**src/rtl/sobel_window_gen_pkg.sv**
```systemverilog
// sobel_pkg: shared defaults, FSM state encoding and pixel type for the Sobel window generator.
// Consumed by sobel_window_gen, its interface and its line buffers.
package sobel_pkg;
    localparam int DEF_PIX_W = 8;
    localparam int DEF_IMG_W = 256;
    localparam int DEF_IMG_H = 256;
    typedef enum logic [1:0] {IDLE, ROW, PAD_COL, PAD_ROW} win_state_t;
    typedef logic [DEF_PIX_W-1:0] pix_t;
endpackage

```
**src/rtl/sobel_window_gen_if.sv**
```systemverilog
// sobel_window_gen_if: pixel-in / window-out bundle; master drives pixels, slave is the generator.
// With SOBEL_WIN_COORD_EN the bundle also carries the window-centre coordinates win_x/win_y.
interface sobel_window_gen_if
    import sobel_pkg::*;
#(
    parameter int PIX_W = DEF_PIX_W,
    parameter int IMG_W = DEF_IMG_W,
    parameter int IMG_H = DEF_IMG_H
);
    logic             in_valid, in_sof, in_ready, win_valid, win_eof;
    logic [PIX_W-1:0] in_pixel, p00, p01, p02, p10, p11, p12, p20, p21, p22;
`ifdef SOBEL_WIN_COORD_EN
    logic [$clog2(IMG_W)-1:0] win_x;
    logic [$clog2(IMG_H)-1:0] win_y;
`endif
    modport master (
        output in_valid, in_sof, in_pixel,
        input  in_ready, win_valid, win_eof,
`ifdef SOBEL_WIN_COORD_EN
        win_x, win_y,
`endif
        p00, p01, p02, p10, p11, p12, p20, p21, p22
    );
    modport slave (
        input  in_valid, in_sof, in_pixel,
        output in_ready, win_valid, win_eof,
`ifdef SOBEL_WIN_COORD_EN
        win_x, win_y,
`endif
        p00, p01, p02, p10, p11, p12, p20, p21, p22
    );
endinterface

```
**src/rtl/sobel_window_gen_line_buffer.sv**
```systemverilog
// line_buffer: single-port row store of DEPTH entries, written in place with a same-address
// combinational read so the old row value is available in the cycle it is overwritten.
module line_buffer
    import sobel_pkg::*;
#(
    parameter int PIX_W = DEF_PIX_W,
    parameter int DEPTH = DEF_IMG_W + 1
) (
    input  logic                     clk,
    input  logic                     we_i,
    input  logic [$clog2(DEPTH)-1:0] addr_i,
    input  logic [PIX_W-1:0]         wdata_i,
    output logic [PIX_W-1:0]         rdata_o
);
    logic [PIX_W-1:0] mem_q [DEPTH];

    always_ff @(posedge clk) begin
        if (we_i) mem_q[addr_i] <= wdata_i;
    end

    assign rdata_o = mem_q[addr_i];
endmodule

```
**src/rtl/sobel_window_gen.sv**
```systemverilog
// sobel_window_gen: streaming 3x3 zero-padded window generator feeding sobel_operator.
// Optional SOBEL_WIN_COORD_EN adds registered window-centre coordinates win_x/win_y.
module sobel_window_gen
    import sobel_pkg::*;
#(
    parameter int PIX_W = DEF_PIX_W,
    parameter int IMG_W = DEF_IMG_W,
    parameter int IMG_H = DEF_IMG_H
) (
    input logic               clk,
    input logic               rst,
    sobel_window_gen_if.slave bus
);
    localparam int CW = $clog2(IMG_W + 1);
    localparam int RW = $clog2(IMG_H + 1);
    localparam logic [CW-1:0] COL_LAST = CW'(IMG_W - 1);
    localparam logic [CW-1:0] COL_PAD  = CW'(IMG_W);
    localparam logic [RW-1:0] ROW_LAST = RW'(IMG_H - 1);
    localparam logic [RW-1:0] ROW_PAD  = RW'(IMG_H);

    win_state_t            state_q, state_d;
    logic [CW-1:0]         col_q, col_d, pc;
    logic [RW-1:0]         row_q, row_d, pr;
    logic [PIX_W-1:0]      pv, lb1_rd, lb2_rd;
    logic [1:0][PIX_W-1:0] top_q, mid_q, bot_q;
    logic [8:0][PIX_W-1:0] win_q, win_d;
    logic                  acc, proc, emit, mask_r, mask_c, valid_q, eof_q;

    assign bus.in_ready = (state_q == IDLE) || (state_q == ROW);
    assign acc          = bus.in_valid && bus.in_ready;

    // Each cycle processes at most one virtual-grid pixel (pr, pc, pv); pads carry a zero.
    always_comb begin
        state_d = state_q;
        col_d   = col_q;
        row_d   = row_q;
        proc    = 1'b0;
        pr      = row_q;
        pc      = col_q;
        pv      = bus.in_pixel;
        if (acc && bus.in_sof) begin
            proc    = 1'b1;
            pr      = '0;
            pc      = '0;
            state_d = ROW;
            col_d   = CW'(1);
            row_d   = '0;
        end else begin
            case (state_q)
                ROW: if (acc) begin
                    proc    = 1'b1;
                    state_d = (col_q == COL_LAST) ? PAD_COL : ROW;
                    col_d   = col_q + CW'(1);
                end
                PAD_COL: begin
                    proc    = 1'b1;
                    pv      = '0;
                    state_d = (row_q == ROW_LAST) ? PAD_ROW : ROW;
                    row_d   = (row_q == ROW_LAST) ? ROW_PAD : row_q + RW'(1);
                    col_d   = '0;
                end
                PAD_ROW: begin
                    proc    = 1'b1;
                    pv      = '0;
                    state_d = (col_q == COL_PAD) ? IDLE : PAD_ROW;
                    col_d   = (col_q == COL_PAD) ? '0 : col_q + CW'(1);
                    row_d   = (col_q == COL_PAD) ? '0 : row_q;
                end
                default: ;
            endcase
        end
    end

    line_buffer #(.PIX_W(PIX_W), .DEPTH(IMG_W + 1)) u_lb1 (
        .clk(clk), .we_i(proc), .addr_i(pc), .wdata_i(pv), .rdata_o(lb1_rd)
    );
    line_buffer #(.PIX_W(PIX_W), .DEPTH(IMG_W + 1)) u_lb2 (
        .clk(clk), .we_i(proc), .addr_i(pc), .wdata_i(lb1_rd), .rdata_o(lb2_rd)
    );

    // Masking hides left-column and top-row taps, which would otherwise expose stale data.
    assign emit   = proc && (pr != '0) && (pc != '0);
    assign mask_r = pr == RW'(1);
    assign mask_c = pc == CW'(1);

    always_comb begin
        win_d[0] = (mask_r || mask_c) ? '0 : top_q[0];
        win_d[1] = mask_r ? '0 : top_q[1];
        win_d[2] = mask_r ? '0 : lb2_rd;
        win_d[3] = mask_c ? '0 : mid_q[0];
        win_d[4] = mid_q[1];
        win_d[5] = lb1_rd;
        win_d[6] = mask_c ? '0 : bot_q[0];
        win_d[7] = bot_q[1];
        win_d[8] = pv;
    end

    always_ff @(posedge clk or negedge rst) begin
        if (!rst) begin
            state_q <= IDLE;
            col_q   <= '0;
            row_q   <= '0;
            top_q   <= '0;
            mid_q   <= '0;
            bot_q   <= '0;
            win_q   <= '0;
            valid_q <= 1'b0;
            eof_q   <= 1'b0;
        end else begin
            state_q <= state_d;
            col_q   <= col_d;
            row_q   <= row_d;
            valid_q <= emit;
            eof_q   <= emit && (pr == ROW_PAD) && (pc == COL_PAD);
            if (proc) begin
                top_q <= {lb2_rd, top_q[1]};
                mid_q <= {lb1_rd, mid_q[1]};
                bot_q <= {pv, bot_q[1]};
            end
            if (emit) win_q <= win_d;
        end
    end

`ifdef SOBEL_WIN_COORD_EN
    localparam int XW = $clog2(IMG_W);
    localparam int YW = $clog2(IMG_H);
    logic [XW-1:0] x_q;
    logic [YW-1:0] y_q;

    always_ff @(posedge clk or negedge rst) begin
        if (!rst) begin
            x_q <= '0;
            y_q <= '0;
        end else if (emit) begin
            x_q <= XW'(pc - CW'(1));
            y_q <= YW'(pr - RW'(1));
        end
    end

    assign bus.win_x = x_q;
    assign bus.win_y = y_q;
`endif

    assign bus.win_valid = valid_q;
    assign bus.win_eof   = eof_q;
    assign bus.p00       = win_q[0];
    assign bus.p01       = win_q[1];
    assign bus.p02       = win_q[2];
    assign bus.p10       = win_q[3];
    assign bus.p11       = win_q[4];
    assign bus.p12       = win_q[5];
    assign bus.p20       = win_q[6];
    assign bus.p21       = win_q[7];
    assign bus.p22       = win_q[8];
endmodule

```
**src/flat_wrapper.sv**
```systemverilog
// flat-port wrapper written by rule: the top's interface ports become plain ports
module sobel_window_gen_flat import sobel_pkg::*;
#(
    parameter int PIX_W = DEF_PIX_W,
    parameter int IMG_W = DEF_IMG_W,
    parameter int IMG_H = DEF_IMG_H
)
  (clk, rst, bus_in_valid, bus_in_sof, bus_in_pixel, bus_in_ready, bus_win_valid, bus_win_eof, bus_p00, bus_p01, bus_p02, bus_p10, bus_p11, bus_p12, bus_p20, bus_p21, bus_p22);
  sobel_window_gen_if #(.PIX_W(PIX_W), .IMG_W(IMG_W), .IMG_H(IMG_H)) bus_i ();
  input logic clk;
  input logic rst;
  input wire logic [$bits(bus_i.in_valid)-1:0] bus_in_valid;
  input wire logic [$bits(bus_i.in_sof)-1:0] bus_in_sof;
  input wire logic [$bits(bus_i.in_pixel)-1:0] bus_in_pixel;
  output wire logic [$bits(bus_i.in_ready)-1:0] bus_in_ready;
  output wire logic [$bits(bus_i.win_valid)-1:0] bus_win_valid;
  output wire logic [$bits(bus_i.win_eof)-1:0] bus_win_eof;
  output wire logic [$bits(bus_i.p00)-1:0] bus_p00;
  output wire logic [$bits(bus_i.p01)-1:0] bus_p01;
  output wire logic [$bits(bus_i.p02)-1:0] bus_p02;
  output wire logic [$bits(bus_i.p10)-1:0] bus_p10;
  output wire logic [$bits(bus_i.p11)-1:0] bus_p11;
  output wire logic [$bits(bus_i.p12)-1:0] bus_p12;
  output wire logic [$bits(bus_i.p20)-1:0] bus_p20;
  output wire logic [$bits(bus_i.p21)-1:0] bus_p21;
  output wire logic [$bits(bus_i.p22)-1:0] bus_p22;
  assign bus_i.in_valid = bus_in_valid;
  assign bus_i.in_sof = bus_in_sof;
  assign bus_i.in_pixel = bus_in_pixel;
  assign bus_in_ready = bus_i.in_ready;
  assign bus_win_valid = bus_i.win_valid;
  assign bus_win_eof = bus_i.win_eof;
  assign bus_p00 = bus_i.p00;
  assign bus_p01 = bus_i.p01;
  assign bus_p02 = bus_i.p02;
  assign bus_p10 = bus_i.p10;
  assign bus_p11 = bus_i.p11;
  assign bus_p12 = bus_i.p12;
  assign bus_p20 = bus_i.p20;
  assign bus_p21 = bus_i.p21;
  assign bus_p22 = bus_i.p22;
  sobel_window_gen #(.PIX_W(PIX_W), .IMG_W(IMG_W), .IMG_H(IMG_H)) u_core (.clk(clk), .rst(rst), .bus(bus_i));
endmodule
```
**config.mk**
```make
export PLATFORM = sky130hd
export DESIGN_NAME = sobel_window_gen_flat
export DESIGN_NICKNAME = d
export VERILOG_FILES = /design/src/rtl/sobel_window_gen_pkg.sv /design/src/rtl/sobel_window_gen_if.sv /design/src/rtl/sobel_window_gen_line_buffer.sv /design/src/rtl/sobel_window_gen.sv /design/src/flat_wrapper.sv
export SDC_FILE = /design/constraint.sdc
export NUM_CORES = 2
export LEC_CHECK = 0
export BUFFER_PORTS_ARGS = -buffer_cell sky130_fd_sc_hd__buf_2
export CAP_MARGIN = 40
export CORE_AREA = 2 2 579 581
export CTS_CLUSTER_DIAMETER = 150
export DETAILED_ROUTE_END_ITERATION = 8
export DIE_AREA = 0 0 581 583
export HOLD_SLACK_MARGIN = 0.05
export PLACE_DENSITY = 0.74
export SLEW_MARGIN = 20
export SYNTH_ARGS = -nofsm -noshare
export SYNTH_HDL_FRONTEND = slang
export SYNTH_HIERARCHICAL = 1
export SYNTH_MEMORY_MAX_BITS = 65536
export SYNTH_SLANG_ARGS = --single-unit
```
**constraint.sdc**
```tcl
create_clock -name clk -period 20.9 [get_ports clk]
set_input_delay 4.18 -clock clk [delete_from_list [all_inputs] [get_ports clk]]
set_output_delay 4.18 -clock clk [all_outputs]
set_load 0.01 [all_outputs]
```
==> out/qor.txt <==
status -> complete, no violations
Pwr Total -> 20.9 mW
largest net degree at the start of global routing -> 256
maximum clock insertion buffer count -> 4
Multi-input gate area -> 0.0364 mm^2
# fillers -> 23,237
CTS Root Cell -> clkbuf_16
reg2reg end -> u_core/u_lb2/mem_q[126][1]
Mapped Avg Cell Area -> 20.8 um^2
cell taking the most area after synthesis -> edfxtp_1
RSZ-0062 raised after global routing -> no
core box area -> 0.332 mm^2
Synthesis Warnings -> 6
Max Clk Rate -> 0.0912 GHz
Post-Synthesis Net Count -> 7,989
Row Count -> 212
Hold WS -> 0.502 ns
initial antenna violation count -> 19
Pins Over Slew Limit -> 0
starting density of the core -> 0.499
die area -> 0.339 mm^2
Clock Skews -> 0.0558 ns
Top FF cell, synth -> edfxtp_1
final net count -> 8,591
vias in the first global route -> 85,243
post-synthesis sequential area ratio -> 0.766
Mapped Cells -> 7,972
antenna viol nets, final -> 0
startpoint type of the worst setup path -> primary input
Post-synth ARST share -> 0.0334
post_cts resized -> 0
Fin. Hold Viols -> 0
CTS tree -> yes
layout cells sized above 1 -> 0.271
pwr dens -> 111 mW/mm^2
Final setup viols -> 0
number of synthesized flops with an enable pin -> 4,112
maxcap violations -> 0
Worst-Skew Late Latency -> 0.95 ns
grt ovf -> 0
first-pass GRT wire length -> 619,000 um
# Post-CTS Setup Buffers -> 0
DR vias/cell -> 6.57
sequential cell area -> 0.127 mm^2
Die Y -> 583 um
Area Overhead vs Synth -> 13.6%
RR Startpoint -> u_core/state_q[1]
Num CTS Buffers -> 399
worst rel slew slack -> 0.251
CP arrival -> 11.58 ns
Buffers on Ports -> 86
gr usage total -> 0.252
via count -> 87,362
#FFs+latches synth -> 4,254
cell area after synthesis -> 0.166 mm^2
Crit Path Class -> primary input to register
Pre-Repair DR Iteration Count -> 8
Pleak -> 59.7 nW
ranking of synthesized cells by area -> edfxtp_1 (74%), mux4_2 (13%), dfrtp_1 (2.1%), mux2i_1 (2.0%), nor2_1 (1.4%)
drt total wl -> 436,000 um
DP Wirelength -> 257,000 um
Hold Crit Class -> register to register
endpoint class of the critical path -> register
worst IR drop on VDD -> 79.9 uV
DR WL/cell -> 32.8 um
top cell type's share of synthesized area -> 0.744
post-cts hold buffer count -> 0
min-delay src -> u_core/mid_q[7]
Fin Setup TNS -> 0 ns
Critical Path Fanout Max -> 110
Hold Path Cell Cnt -> 1
gpl congestion -> 0.886
minimum clock period -> 10.97 ns
Post-Route Utilization -> 0.567
Hold Path Sink -> u_core/mid_q[7]
CTS clk-pin slew, worst paths -> 0.06 ns
Worst R2R Setup Slack -> 12.77 ns
CP Data Required Time -> 21.51 ns
Worst Max-Slew Pin Slew -> 1.11 ns
Remaining DRCs -> 0
Yosys cell types -> 68
DRT iter0 DRCs -> 14,365
cell depth of the worst flop-to-flop path -> 15
# H-tree levels -> 5
DIE WIDTH -> 581 um
Final period util -> 0.525
CTS Sinks -> 4,254
I/O pin cnt -> 87
==> cells by family after synthesis <==
logic type	count (synthesis)	share of synthesized area
DFF	4254	0.766
muxes	1429	0.162
and+or+nand+nor	1122	0.0288
AOI/OAI and AO/OA	618	0.0268
buffers and inverters	537	0.0160
xor gates and xnor gates	7	0.000370
adders and majority gates	5	0.000377
==> Yosys cell counts, types with 6 or more instances <==
master and count:
nor2_1 634, nand3_1 74, nand2b_1 16, o21ai_0 64
mux4_2 988, o211ai_1 27, a22oi_1 118, o21ai_1 15
buf_4 50, buf_6 27, inv_1 59, buf_1 33
nor4_1 14, edfxtp_1 4112, a211oi_1 38, a32o_1 7
nand2_1 229, nor3_1 33, a221oi_1 28, a21oi_1 68
o22a_1 6, o31ai_1 11, and3_1 29, o22ai_1 66
a32oi_1 24, clkbuf_1 168, o2111ai_1 21, buf_2 196
mux2_4 18, and2_1 17, o221ai_1 30, dfrtp_1 142
a31oi_1 19, a22o_1 13, mux2i_1 339, nor2b_1 31
mux2_2 84, a221o_1 16, nand4_1 15
==> metal layers <==
layer,wire [um],up-vias,part of all wire,track usage
li1,-,34200,-,-
met1,153000,45479,0.35,0.344
met2,203000,6578,0.46,0.386
met3,62900,1083,0.14,0.0778
met4,17500,22,0.040,0.0870
met5,156,-,0.00036,0.00269
==> sequential cells by signal (all words and copies together) (netlist names) <==
name,flops
u_core/u_lb1/mem_q,2056
u_core/col_q,9
u_core/u_lb2/mem_q,2056
u_core/bus.p02,8
u_core/bus.p01,8
u_core/state_q,2
u_core/bus.p11,8
u_core/top_q,16
u_core/mid_q,16
u_core/bus.win_eof,1
u_core/bus.p00,8
u_core/bus.p20,8
u_core/bus.p10,8
u_core/bus.p22,8
u_core/row_q,9
u_core/bus.p21,8
u_core/bot_q,16
u_core/bus.win_valid,1
u_core/bus.p12,8
==> report_power, final <==
part           internal (mW)  total [mW]  switching (mW)
clock                   4.33        7.47            3.14
combinational           1.13        3.24            2.10
sequential              10.1        10.2           0.107
total                   15.5        20.9            5.35
==> cell type report <==
cell class | instances | area share
Sequential cell | 4254 | 0.674
Multi-Input combinational cell | 3181 | 0.193
Clock buffer | 480 | 0.0557
Timing Repair Buffer | 675 | 0.0310
Tap cell | 4387 | 0.0291
Clock inverter | 252 | 0.0155
Inverter | 63 | 0.00131
Antenna cell | 11 | 0.000146
==> through the flow <==
step,instances,worst slack (ns),instance area [um^2]
3_5_place_dp,12321,9.30,173000
4_1_cts,13053,10.24,186000
5_1_grt,13293,9.81,188000
6_report,13303,9.93,188000
3_3_place_gp,12159,8.83,171000
2_1_floorplan,7972,6.16,166000
==> cell usage in the layout (no fill, tap or decap), types with 20 or more instances in the layout <==
| master | n |
|---|---|
| edfxtp_1 | 4112 |
| mux4_2 | 988 |
| nor2_1 | 626 |
| buf_4 | 508 |
| clkbuf_16 | 407 |
| mux2i_1 | 339 |
| nand2_1 | 226 |
| dfrtp_1 | 142 |
| a22oi_1 | 118 |
| buf_2 | 92 |
| mux2_2 | 84 |
| clkinv_1 | 77 |
| clkinv_2 | 74 |
| nand3_1 | 72 |
| clkbuf_1 | 70 |
| a21oi_1 | 68 |
| o22ai_1 | 66 |
| o21ai_0 | 63 |
| bufinv_16 | 60 |
| inv_1 | 56 |
| a211oi_1 | 38 |
| nor3_1 | 32 |
| buf_16 | 30 |
| o221ai_1 | 30 |
| and3_1 | 29 |
| a221oi_1 | 28 |
| o211ai_1 | 27 |
| buf_12 | 27 |
| a32oi_1 | 24 |
| o2111ai_1 | 21 |
| clkinvlp_4 | 20 |
==> worst max path at each step <==
stage / from / end / slack (ns) / cells after the start
2_1_floorplan: bus_in_sof / u_core/u_lb2/mem_q[0][5] / 6.16 / 11
3_3_place_gp: bus_in_sof / u_core/mid_q[8] / 8.83 / 15
3_5_place_dp: bus_in_sof / u_core/u_lb2/mem_q[246][1] / 9.30 / 16
4_1_cts: bus_in_sof / u_core/u_lb2/mem_q[126][1] / 10.24 / 16
5_1_grt: bus_in_sof / u_core/u_lb2/mem_q[126][1] / 9.81 / 16
6_report: bus_in_sof / u_core/u_lb2/mem_q[126][1] / 9.93 / 16
==> worst max-delay path: stages <==
cell	delay [ns]
buf_2	0.13
and3b_1	0.34
nor2_4	0.49
buf_16	0.24
buf_12	0.47
buf_4	0.73
buf_12	0.56
mux4_2	0.43
mux4_2	0.54
a22oi_1	0.60
o211ai_1	0.26
a221o_4	0.63
buf_12	0.27
buf_4	0.36
buf_4	0.38
buf_16	0.25
Note: power is estimated with default switching activity, not from simulation.
